===== src/rtl/fle_acc_pkg.sv =====
// Shared encodings for the fle carry-chain accumulator slice:
// op codes, buffer FSM states and legal WIDTH range.
package fle_acc_pkg;

    typedef enum logic [1:0] {
        ACC_OP_ADD   = 2'b00,
        ACC_OP_LOAD  = 2'b01,
        ACC_OP_CLEAR = 2'b10,
        ACC_OP_HOLD  = 2'b11
    } acc_op_e;

    typedef enum logic {
        ST_EMPTY = 1'b0,
        ST_FULL  = 1'b1
    } acc_state_e;

    localparam int ACC_WIDTH_MIN = 1;
    localparam int ACC_WIDTH_MAX = 32;

endpackage


===== src/rtl/fle_carry_chain_accumulator_if.sv =====
// Operand/result handshake bundle for the carry-chain accumulator.
// master = upstream/downstream environment, slave = accumulator stage.
interface fle_carry_chain_accumulator_if #(
    parameter int WIDTH = 4
);
    logic             acc_in_valid;
    logic             acc_in_ready;
    logic [WIDTH-1:0] acc_in_data;
    logic [1:0]       acc_in_op;
    logic             acc_in_cin;
    logic             acc_out_valid;
    logic             acc_out_ready;
    logic [WIDTH-1:0] acc_out_sum;
    logic             acc_out_cout;
    logic             acc_overflow;
    logic             acc_ovf_clr;

    modport master (
        output acc_in_valid, acc_in_data, acc_in_op, acc_in_cin,
        output acc_out_ready, acc_ovf_clr,
        input  acc_in_ready, acc_out_valid, acc_out_sum,
        input  acc_out_cout, acc_overflow
    );

    modport slave (
        input  acc_in_valid, acc_in_data, acc_in_op, acc_in_cin,
        input  acc_out_ready, acc_ovf_clr,
        output acc_in_ready, acc_out_valid, acc_out_sum,
        output acc_out_cout, acc_overflow
    );

endinterface


===== src/rtl/fle_ripple_chain.sv =====
// Stateless ripple of WIDTH single-bit full-add cells.
// Cell 0 takes cin_i; cell i takes the carry of cell i-1.
module fle_ripple_chain #(
    parameter int WIDTH = 4
) (
    input  logic [WIDTH-1:0] a_i,
    input  logic [WIDTH-1:0] b_i,
    input  logic             cin_i,
    output logic [WIDTH-1:0] sum_o,
    output logic             cout_o
);

    logic [WIDTH:0] carry;

    assign carry[0] = cin_i;

    for (genvar i = 0; i < WIDTH; i++) begin : g_cell
        logic p;
        assign p          = a_i[i] ^ b_i[i];
        assign sum_o[i]   = p ^ carry[i];
        assign carry[i+1] = (a_i[i] & b_i[i]) | (p & carry[i]);
    end

    assign cout_o = carry[WIDTH];

endmodule


===== src/rtl/fle_carry_chain_accumulator.sv =====
// Registered accumulate stage behind the fle adder chain, with a
// single-entry result buffer and sticky carry-out overflow flag.
module fle_carry_chain_accumulator
    import fle_acc_pkg::*;
#(
    parameter int WIDTH = 4
) (
    input logic clk,
    input logic reset,
    fle_carry_chain_accumulator_if.slave bus
);

    if (WIDTH < ACC_WIDTH_MIN || WIDTH > ACC_WIDTH_MAX) begin : g_bad_width
        $error("fle_carry_chain_accumulator: WIDTH out of range");
    end

    acc_state_e       state_q;
    logic [WIDTH-1:0] acc_q, acc_d;
    logic             cout_q, cout_d;
    logic             ovf_q;
    logic [WIDTH-1:0] chain_sum;
    logic             chain_cout;
    logic             accept;
    logic             in_ready;

    fle_ripple_chain #(.WIDTH(WIDTH)) u_chain (
        .a_i    (acc_q),
        .b_i    (bus.acc_in_data),
        .cin_i  (bus.acc_in_cin),
        .sum_o  (chain_sum),
        .cout_o (chain_cout)
    );

    // Drain and refill of the single buffer entry may share a cycle.
    assign in_ready = (state_q == ST_EMPTY) || bus.acc_out_ready;
    assign accept   = bus.acc_in_valid && in_ready;

    always_comb begin
        acc_d  = acc_q;
        cout_d = 1'b0;
        unique case (bus.acc_in_op)
            ACC_OP_ADD: begin
                acc_d  = chain_sum;
                cout_d = chain_cout;
            end
            ACC_OP_LOAD:  acc_d = bus.acc_in_data;
            ACC_OP_CLEAR: acc_d = '0;
            ACC_OP_HOLD:  acc_d = acc_q;
        endcase
    end

    // The buffered sum always equals the running accumulator,
    // so one register serves both.
    always_ff @(posedge clk or posedge reset) begin
        if (reset) begin
            state_q <= ST_EMPTY;
            acc_q   <= '0;
            cout_q  <= 1'b0;
        end else if (accept) begin
            state_q <= ST_FULL;
            acc_q   <= acc_d;
            cout_q  <= cout_d;
        end else if (bus.acc_out_ready) begin
            state_q <= ST_EMPTY;
        end
    end

    always_ff @(posedge clk or posedge reset) begin
        if (reset) begin
            ovf_q <= 1'b0;
        end else if (accept && bus.acc_in_op == ACC_OP_ADD && chain_cout) begin
            ovf_q <= 1'b1;
        end else if (bus.acc_ovf_clr) begin
            ovf_q <= 1'b0;
        end
    end

    assign bus.acc_in_ready  = in_ready;
    assign bus.acc_out_valid = (state_q == ST_FULL);
    assign bus.acc_out_sum   = acc_q;
    assign bus.acc_out_cout  = cout_q;
    assign bus.acc_overflow  = ovf_q;

endmodule


===== src/flat_wrapper.sv =====
// flat-port wrapper written by rule: the top's interface ports become plain ports
module fle_carry_chain_accumulator_flat import fle_acc_pkg::*;
#(
    parameter int WIDTH = 4
)
  (clk, reset, bus_acc_in_valid, bus_acc_in_data, bus_acc_in_op, bus_acc_in_cin, bus_acc_out_ready, bus_acc_ovf_clr, bus_acc_in_ready, bus_acc_out_valid, bus_acc_out_sum, bus_acc_out_cout, bus_acc_overflow);
  fle_carry_chain_accumulator_if #(.WIDTH(WIDTH)) bus_i ();
  input logic clk;
  input logic reset;
  input wire logic [$bits(bus_i.acc_in_valid)-1:0] bus_acc_in_valid;
  input wire logic [$bits(bus_i.acc_in_data)-1:0] bus_acc_in_data;
  input wire logic [$bits(bus_i.acc_in_op)-1:0] bus_acc_in_op;
  input wire logic [$bits(bus_i.acc_in_cin)-1:0] bus_acc_in_cin;
  input wire logic [$bits(bus_i.acc_out_ready)-1:0] bus_acc_out_ready;
  input wire logic [$bits(bus_i.acc_ovf_clr)-1:0] bus_acc_ovf_clr;
  output wire logic [$bits(bus_i.acc_in_ready)-1:0] bus_acc_in_ready;
  output wire logic [$bits(bus_i.acc_out_valid)-1:0] bus_acc_out_valid;
  output wire logic [$bits(bus_i.acc_out_sum)-1:0] bus_acc_out_sum;
  output wire logic [$bits(bus_i.acc_out_cout)-1:0] bus_acc_out_cout;
  output wire logic [$bits(bus_i.acc_overflow)-1:0] bus_acc_overflow;
  assign bus_i.acc_in_valid = bus_acc_in_valid;
  assign bus_i.acc_in_data = bus_acc_in_data;
  assign bus_i.acc_in_op = bus_acc_in_op;
  assign bus_i.acc_in_cin = bus_acc_in_cin;
  assign bus_i.acc_out_ready = bus_acc_out_ready;
  assign bus_i.acc_ovf_clr = bus_acc_ovf_clr;
  assign bus_acc_in_ready = bus_i.acc_in_ready;
  assign bus_acc_out_valid = bus_i.acc_out_valid;
  assign bus_acc_out_sum = bus_i.acc_out_sum;
  assign bus_acc_out_cout = bus_i.acc_out_cout;
  assign bus_acc_overflow = bus_i.acc_overflow;
  fle_carry_chain_accumulator #(.WIDTH(WIDTH)) u_core (.clk(clk), .reset(reset), .bus(bus_i));
endmodule

===== config.mk =====
export PLATFORM = sky130hd
export DESIGN_NAME = fle_carry_chain_accumulator_flat
export DESIGN_NICKNAME = d
export VERILOG_FILES = /design/src/rtl/fle_acc_pkg.sv /design/src/rtl/fle_carry_chain_accumulator_if.sv /design/src/rtl/fle_ripple_chain.sv /design/src/rtl/fle_carry_chain_accumulator.sv /design/src/flat_wrapper.sv
export SDC_FILE = /design/constraint.sdc
export NUM_CORES = 1
export LEC_CHECK = 0
export ABC_AREA = 1
export CORE_AREA = 3 3 40 42
export CTS_CLUSTER_DIAMETER = 60
export DETAILED_ROUTE_END_ITERATION = 8
export DIE_AREA = 0 0 43 45
export PLACE_DENSITY = 0.69
export SYNTH_ARGS = -nofsm -noshare
export SYNTH_HDL_FRONTEND = slang
export SYNTH_HIERARCHICAL = 1
export SYNTH_SLANG_ARGS = --single-unit

===== constraint.sdc =====
create_clock -name clk -period 2.9 [get_ports clk]
set_input_delay 0.58 -clock clk [delete_from_list [all_inputs] [get_ports clk]]
set_output_delay 0.58 -clock clk [all_outputs]
set_load 0.05 [all_outputs]

Word level (Yosys, flattened, before mapping)
Index checks and enable logic that the tools add are counted.
- equality and inequality tests: 3
- multiplexer cells: 6
- bitwise gates (word level): 22
- reductions and logical operators: 8
- operators with widths (cell ; count):
    4-bit one-hot mux with 3 select lines ; 1
    1-bit AND ; 8
    1-bit XOR ; 8
    1-bit 2-to-1 mux ; 5
    2-bit equality test (second input constant) ; 2
    1-bit OR ; 4
    2-bit nonzero test ; 2
    1-bit logical AND ; 3
    2-bit by 1-bit equality test with 1-bit output (second input constant) ; 1
    2-bit logical NOT ; 1
    1-bit inverter ; 2
    2-bit AND reduction ; 1
    1-bit logical OR ; 1
- bits in registers: 7
- input bits: 12
- output and inout port bits: 8
- word-level logic and storage cells: 43

Logic depth before layout (Yosys ltp)
Gate-level depths: netlist (run 1).
- depth in word-level cells: 11
- mapped depth: 12
- gate-level depth less buffers: 12

By module
The synthesis (run 1) kept the hierarchy.
- by module, submodules not included (module ; instances ; cells each ; area an instance (µm²)):
    fle_carry_chain_accumulator ; 1 ; 52 ; 405.4
    fle_ripple_chain ; 1 ; 14 ; 117.6

Least setup slack after synthesis (run 1)
OpenSTA, ideal clock, no wires.
- path type: reg2reg
- start point: register u_core.acc_q[0], in the netlist u_core/bus.acc_out_sum[0]
- end point: register u_core.acc_q[3], in the netlist u_core/bus.acc_out_sum[3]
- arrival time: 2.366 ns
- required time: 2.834 ns
- setup slack: 0.468 ns
- cell stages (with the launch flop): 13
- path buffers: 0
- period minus slack after synthesis: 2.432 ns
- cells stage by stage: dfrtp_1 > inv_1 > fa_1 > inv_1 > fa_1 > fa_1 > inv_1 > fa_1 > inv_1 > nand2_1 > nand2_1 > nand3_1 > nand2_1
- word-level cells in the longest chain between the ends: 9
- ends and longest elaborated chain (item ; line ; source):
    start, declared ; fle_carry_chain_accumulator.sv:18 ; logic [WIDTH-1:0] acc_q, acc_d;
    start signal, assigned ; fle_carry_chain_accumulator.sv:57 ; acc_q <= '0;
    start signal, assigned ; fle_carry_chain_accumulator.sv:61 ; acc_q <= acc_d;
    1-bit XOR ; fle_ripple_chain.sv:19 ; assign p = a_i[i] ^ b_i[i];
    1-bit AND ; fle_ripple_chain.sv:21 ; assign carry[i+1] = (a_i[i] & b_i[i]) | (p & carry[i]);
    1-bit OR (*) ; fle_ripple_chain.sv:21 ;
    1-bit AND (*) ; fle_ripple_chain.sv:21 ;
    1-bit OR (*) ; fle_ripple_chain.sv:21 ;
    1-bit AND (*) ; fle_ripple_chain.sv:21 ;
    1-bit OR (*) ; fle_ripple_chain.sv:21 ;
    1-bit XOR (*) ; fle_ripple_chain.sv:20 ; assign sum_o[i] = p ^ carry[i];
    via u_core.chain_sum[3] ; fle_carry_chain_accumulator.sv:21 ; logic [WIDTH-1:0] chain_sum;
    4-bit one-hot mux with 3 select lines (*) ; fle_carry_chain_accumulator.sv:41 ; unique case (bus.acc_in_op)
Mark *: on every way through the listed nets, which the timed path passes. The rest lies on a longest branch.
A chain may end at the register's enable or synchronous reset.

Worst setup path after layout (run 1)
- start point: input port bus_acc_in_data[0]
- end point: register u_core.acc_q[3], in the netlist u_core/bus.acc_out_sum[3]
- word-level cells in the longest chain between the ends: 9
- ends and longest elaborated chain (item ; line ; source):
    start, declared ; flat_wrapper.sv:11 ; input wire logic [$bits(bus_i.acc_in_data)-1:0] bus_acc_in_data;
    1-bit XOR ; fle_ripple_chain.sv:19 ;
    1-bit AND ; fle_ripple_chain.sv:21 ;
    1-bit OR (*) ; fle_ripple_chain.sv:21 ;
    1-bit AND (*) ; fle_ripple_chain.sv:21 ;
    1-bit OR (*) ; fle_ripple_chain.sv:21 ;
    1-bit AND (*) ; fle_ripple_chain.sv:21 ;
    1-bit OR (*) ; fle_ripple_chain.sv:21 ;
    1-bit XOR (*) ; fle_ripple_chain.sv:20 ;
    via u_core.chain_sum[3] ; fle_carry_chain_accumulator.sv:21 ;
    4-bit one-hot mux with 3 select lines (*) ; fle_carry_chain_accumulator.sv:41 ;
Marks and branches as above.

==> results of run 1 <==
state kept, by name (all words and copies together) (netlist names):
name                      count
u_core/bus.acc_out_sum        4
u_core/bus.acc_out_valid      1
u_core/bus.acc_out_cout       1
u_core/bus.acc_overflow       1
final cells by class:
cell class / instances / area share, %
Inverter: 19 / 9.44
Tap cell: 15 / 2.48
Clock buffer: 4 / 3.48
Multi-Input combinational cell: 40 / 36.6
Sequential cell: 7 / 23.2
Timing Repair Buffer: 19 / 24.8
critical path, stage by stage:
cell	delay [ns]
clkdlybuf4s50_1	0.42
inv_1	0.08
fa_1	0.16
inv_1	0.05
fa_1	0.38
fa_1	0.37
inv_1	0.07
fa_1	0.40
inv_1	0.06
nand2_1	0.05
nand2_1	0.07
nand3_1	0.07
nand2_1	0.06
metal layers:
metal	wire [µm]	part of all wire [%]	GRT usage, %	vias to the layer above
met2	475	45	20.1	21
met4	40	3.8	10.8	0
met3	106	10	7.17	4
met5	0	0	0	-
met1	422	40	15.7	210
li1	-	-	-	238
report_power, final:
group          switching, mW  leakage (nW)  internal (mW)
clock network         0.0354        0.0150         0.0525
registers             0.0201        0.0901          0.119
logic                  0.152         0.313         0.0907
total                  0.207         0.419          0.262
metrics by stage:
| step | TNS, ns | std cells | hold slack, ns |
|---|---|---|---|
| 6_report | 0 | 104 | 0.480 |
| 3_3_place_gp | 0 | 100 | 0.464 |
| 4_1_cts | 0 | 104 | 0.487 |
| 5_1_grt | 0 | 104 | 0.523 |
| 2_1_floorplan | 0 | 66 | 0.383 |
| 3_5_place_dp | -0.00164 | 100 | 0.470 |
synthesized netlist by cell type:
cell      n
nand2_1  22
inv_1    18
nand3_1   8
dfrtp_1   7
fa_1      4
ha_1      3
nand3_2   2
a21oi_4   1
inv_2     1
cells by family after synthesis:
family,after synthesis
adders and majority gates,7
and+or+nand+nor,32
AOI/OAI and AO/OA,1
buffers and inverters,19
DFF,7
final timing paths:
| check | start | endpoint | slack (ns) | depth (start not counted) |
|---|---|---|---|---|
| worst max-delay path | bus_acc_in_data[0] | u_core/bus.acc_out_sum[3] | 0.28 | 13 |
| worst min-delay path | u_core/bus.acc_out_cout | u_core/bus.acc_out_cout | 0.48 | 2 |
| worst max register to register | u_core/bus.acc_out_sum[0] | u_core/bus.acc_out_sum[3] | 0.64 | 12 |
| worst min register to register | u_core/bus.acc_out_cout | u_core/bus.acc_out_cout | 0.48 | 2 |
| max in group asynchronous | reset | u_core/bus.acc_out_valid | 2.13 | 2 |
| min in group asynchronous | reset | u_core/bus.acc_out_sum[3] | 0.56 | 2 |
layout by cell type (no fill, tap or decap), drive strengths merged:
cell type,count
nand2,22
dfrtp,7
inv,19
ha,3
clkdlybuf4s50,18
clkbuf,4
fa,4
buf,1
a21oi,1
nand3,10
==> metrics.yaml, run 1 <==
outcome:
  status: "finished clean"
routing:
  vias_per_cell: 4.55
  vias: 473
  ant_nets: 0
  dr.pass1.iters: 4
  wire_per_inst_um: 10.0
  drc: 0
  drt_iter0_drc: 14
  routed_wl_um: 1050
placed_design:
  gp_congestion: 0.692
  hpwl_um: 895
  placed_cell_area_um2: 729
  port_buffers: 19
  pre_cts_ws_ns: -0.00164
layout:
  fin_area_um2: 756
  multiInputGateArea_um2: 277
  n_antenna_cell: 0
  final_nets: 109
  nFillCells: 131
  seq_area_um2: 175
  drive_above_1_share_pct: 8.99
  synthToLayoutAreaGrowth_pct: 44.5
  utilization_pct: 58.8
clock_network:
  ctsHoldBuffers: 0
  cts_tree: "built"
  clk_latency_ns: 0.25
  cts_buffers: 3
  cts_resized: 0
  cts.htree.levels: 1
  clk_path_buf_depth: 2
  post_cts_buffers: 0
  root_buffer: "clkbuf_4"
  clk_pin_slew_ns: 0.05
  cts.sinks: 7
power:
  peakVddDrop_mv: 0.252
  power.total_uw: 469
  p_leak_nw: 0.419
  p_per_area_mw_per_mm2: 621
timing:
  slew-limit-headroom_pct: 66.4
  finalCritPeriodShare_pct: 90.3
  finClkSkew_ns: 0.00224
  setup_viol: 0
  grt_setup_unrepaired: "false"
  max_freq_mhz: 382
  fin_crit_ns: 2.62
  report.final.slew_viol_count: 0
  fin_ws_ns: 0.282
  tightest_slew_ns: 0.502
  finalHoldViolations: 0
die:
  rows: 13
  pin_count: 20
  fp.coreArea_mm2: 0.00128
  die_h_um: 45
  die_w_um: 43
  initial_utilization_pct: 40.7
  dieArea_mm2: 0.00194
global_routing:
  grt_antenna_before_repair: 0
  grt_pass1_vias: 468
  grt_pass1_wl_um: 1880
  grt_usage_pct: 14.0
  grt_max_degree: 8
  grt_overflow: 0
synthesis:
  synth_compound_area_share_pct: 3.11
  avgSynthCellArea_um2: 7.92
  synth_top_family_by_area: "simple AND/OR/NAND/NOR gates"
  synth_mux_area_share_pct: 0
  ys_seq_elements: 7
  synth.top_cell.area_share_pct: 33.5
  seq_area_frac_synth_pct: 33.5
  yosysWarnings: 6
  yosys-top-cells-area: "dfrtp_1 33%, nand2_1 16%, fa_1 15%"
  syn_inst: 66
  synth_cell_types: 9
  synth-simple-area-share_pct: 27.3
  synth-adder-area-share_pct: 22.5
  syn_nets: 85
  synth_xor_area_share_pct: 0
  synth_top_cell_by_area: "dfrtp_1"
  netlist_area_um2: 523
job:
  drv_cap: 0
critical_path:
  cp.arrival_ns: 2.81
  crit_required_ns: 3.09
  endpoint_kind: "flip-flop"
  critPathMaxFanout: 2
  crit_type: "primary input to flip-flop"
  cp-start-kind: "primary input"
worst_hold_path:
  worstHoldPathType: "flip-flop to flip-flop"
No activity file was read; power rests on OpenSTA's default activity.
==> run 2: changes to the inputs <==
PLACE_DENSITY = 0.67   (was 0.69)
SYNTH_HIERARCHICAL = default   (was 1)
==> run 2 against run 1 <==
Effect of this change:
- non-clock buffer count unchanged
- first-iteration DRC count shrank 71%
- clock-buffer cell count unchanged
==> metrics.yaml, run 2 <==
critical_path:
  worst_path_max_delay_cell: "fa_1"
  critical_path.startpoint: "bus_acc_in_data[0]"
  cp-start-kind: "primary input"
  crit_required_ns: 3.08
  crit_type: "primary input to flip-flop"
  cp.arrival_ns: 2.79
  rr_startpoint: "u_core.bus.acc_out_sum[0]"
  cp_top_family: "adder cells"
  critPathMaxFanout: 2
  critical_path_buf_inv_count: 3
  path_common_cell: "fa_1"
  cp_cell_sequence: "clkdlybuf4s50_1 > inv_1 > fa_1 > inv_1 > fa_1 > fa_1 > fa_1 > nand2_1 > nand2_1 > nand3_1 > nand2_1"
  endpoint_kind: "flip-flop"
  critical_path.max_stage_delay_ns: 0.48
synthesis:
  yosys-top-cells-area: "dfrtp_1 35%, nand2_1 16%, fa_1 16%"
  synth.most_common_cell: "nand2_1"
  syn_inst: 61
  synth_top_family_by_area: "simple AND/OR/NAND/NOR gates"
  seq_area_frac_synth_pct: 34.7
  syn_nets: 80
  synth-simple-area-share_pct: 28.3
  synth.top_cell.area_share_pct: 34.7
  synth_mux_area_share_pct: 0
  synth_cell_types: 9
  avgSynthCellArea_um2: 8.27
  synth_enable_flop_cells: 0
  netlist_area_um2: 504
  synth_top_cell_by_area: "dfrtp_1"
  synthArstFlopShare_pct: 100
  ys_seq_elements: 7
  synth_compound_area_share_pct: 3.23
  synth_xor_area_share_pct: 0
  ys.flop_type: "dfrtp_1"
  yosysWarnings: 0
  synth-adder-area-share_pct: 23.3
  synth_common_cells: "22 x nand2_1, 13 x inv_1, 8 x nand3_1"
clock_network:
  ctsHoldBuffers: 0
  clk_path_buf_depth: 2
  post_cts_buffers: 0
  clk_pin_slew_ns: 0.05
  root_buffer: "clkbuf_4"
  cts_tree: "built"
  cts.sinks: 7
  cts.htree.levels: 1
  clk_latency_ns: 0.24
  cts_buffers: 3
  cts_resized: 0
timing:
  slew-limit-headroom_pct: 66.9
  tightest_slew_ns: 0.495
  max_freq_mhz: 383
  finalCritPeriodShare_pct: 90.0
  final.setup.tns_ns: 0
  report.final.slew_viol_count: 0
  finClkSkew_ns: 0.000659
  grt_setup_unrepaired: "false"
  setup_viol: 0
  finalHoldViolations: 0
  fin_crit_ns: 2.61
job:
  drv_cap: 0
routing:
  vias: 439
  dr.pass1.iters: 2
  ant_nets: 0
  vias_per_cell: 4.43
  wire_per_inst_um: 10.0
  drt_iter0_drc: 4
  drc: 0
  routed_wl_um: 993
layout:
  final_cell_mix: "22 x nand2_1, 18 x clkdlybuf4s50_1, 13 x inv_1"
  nFillCells: 125
  fin_cells: 99
  final_nets: 104
  synthToLayoutAreaGrowth_pct: 46.2
  fin_area_um2: 737
  final_common_cell: "nand2_1"
  largest_reg_flops: 4
  seq_area_um2: 175
  n_antenna_cell: 0
  multiInputGateArea_um2: 277
  drive_above_1_share_pct: 9.52
die:
  die_h_um: 45
  rows: 13
  die_w_um: 43
  fp.coreArea_mm2: 0.00128
  dieArea_mm2: 0.00194
  initial_utilization_pct: 39.2
  pin_count: 20
placed_design:
  placed_cell_area_um2: 711
  hpwl_um: 829
  gp_congestion: 0.716
  dp.cells: 95
  port_buffers: 19
power:
  peakVddDrop_mv: 0.349
  p_switching_uw: 197
  internal_power_uw: 259
  p_leak_nw: 0.397
  p_clk_share_pct: 18.7
  power.total_uw: 456
  swShare_pct: 43.3
  p_per_area_mw_per_mm2: 619
  power_frac_seq_pct: 30.6
  combPwrFrac_pct: 50.7
global_routing:
  grt_overflow: 0
  grt_usage_pct: 12.8
  grt_pass1_wl_um: 1840
  grt_antenna_before_repair: 0
  grt_pass1_vias: 480
  grt_max_degree: 8
worst_hold_path:
  min_from: "u_core.bus.acc_out_cout"
  worstHoldPathType: "flip-flop to flip-flop"
outcome:
  status: "finished clean"
-- run 2: worst paths after layout --
| check | endpoint | slack [ns] | depth (start not counted) |
|---|---|---|---|
| setup reg to reg | u_core.bus.acc_out_sum[3] | 0.64 | 10 |
| min in group asynchronous | u_core.bus.acc_out_cout | 0.57 | 2 |
| hold / removal | u_core.bus.acc_out_cout | 0.48 | 2 |
| hold reg to reg | u_core.bus.acc_out_cout | 0.48 | 2 |
| setup / recovery | u_core.bus.acc_out_sum[3] | 0.29 | 11 |
| max in group asynchronous | u_core.bus.acc_out_sum[2] | 2.12 | 2 |
-- run 2: power groups by stage --
stage | sequential, mW | combinational, mW | clock (mW)
floorplan | 0.213 | 0.0814 | 0
detailed placement | 0.142 | 0.233 | 0
global route | 0.145 | 0.254 | 0.0988
global placement | 0.142 | 0.230 | 0
finish | 0.139 | 0.231 | 0.0853
CTS | 0.141 | 0.234 | 0.0898
-- run 2: cells by family (layout without fill, tap and decap cells) --
logic type / count (synthesis) / in the layout
DFF: 7 / 7
buffers and inverters: 14 / 37
AOI/OAI and AO/OA: 1 / 1
and+or+nand+nor: 32 / 32
adders and majority gates: 7 / 7
-- run 2: layout make-up --
class | count | share of cell area [%]
Multi-Input combinational cell | 40 | 37.5
Timing Repair Buffer | 19 | 25.5
Sequential cell | 7 | 23.8
Inverter | 14 | 7.13
Clock buffer | 4 | 3.57
Tap cell | 15 | 2.55
-- run 2: through the flow --
step / util [%] / setup slack (ns) / hold WS, ns
global route: 57.4 / 0.189 / 0.503
floorplan: - / 0.478 / 0.383
finish: 57.4 / 0.289 / 0.482
detailed placement: 55.3 / 0.0416 / 0.468
global placement: 55.3 / 0.0560 / 0.467
CTS: 57.4 / 0.290 / 0.486
-- run 2: routing by layer --
layer	track usage, %	wire, µm	share of wire [%]	vias up
met5	0	0	0	-
met4	8.43	0	0	0
met3	2.79	55	5.5	0
met2	20.1	448	45	16
met1	16.1	489	49	195
li1	-	-	-	228
-- run 2: tightest hold or removal path: stages (launching register included) --
cell     delay, ns
dfrtp_1       0.34
nand2_1       0.05
nand2_1       0.05
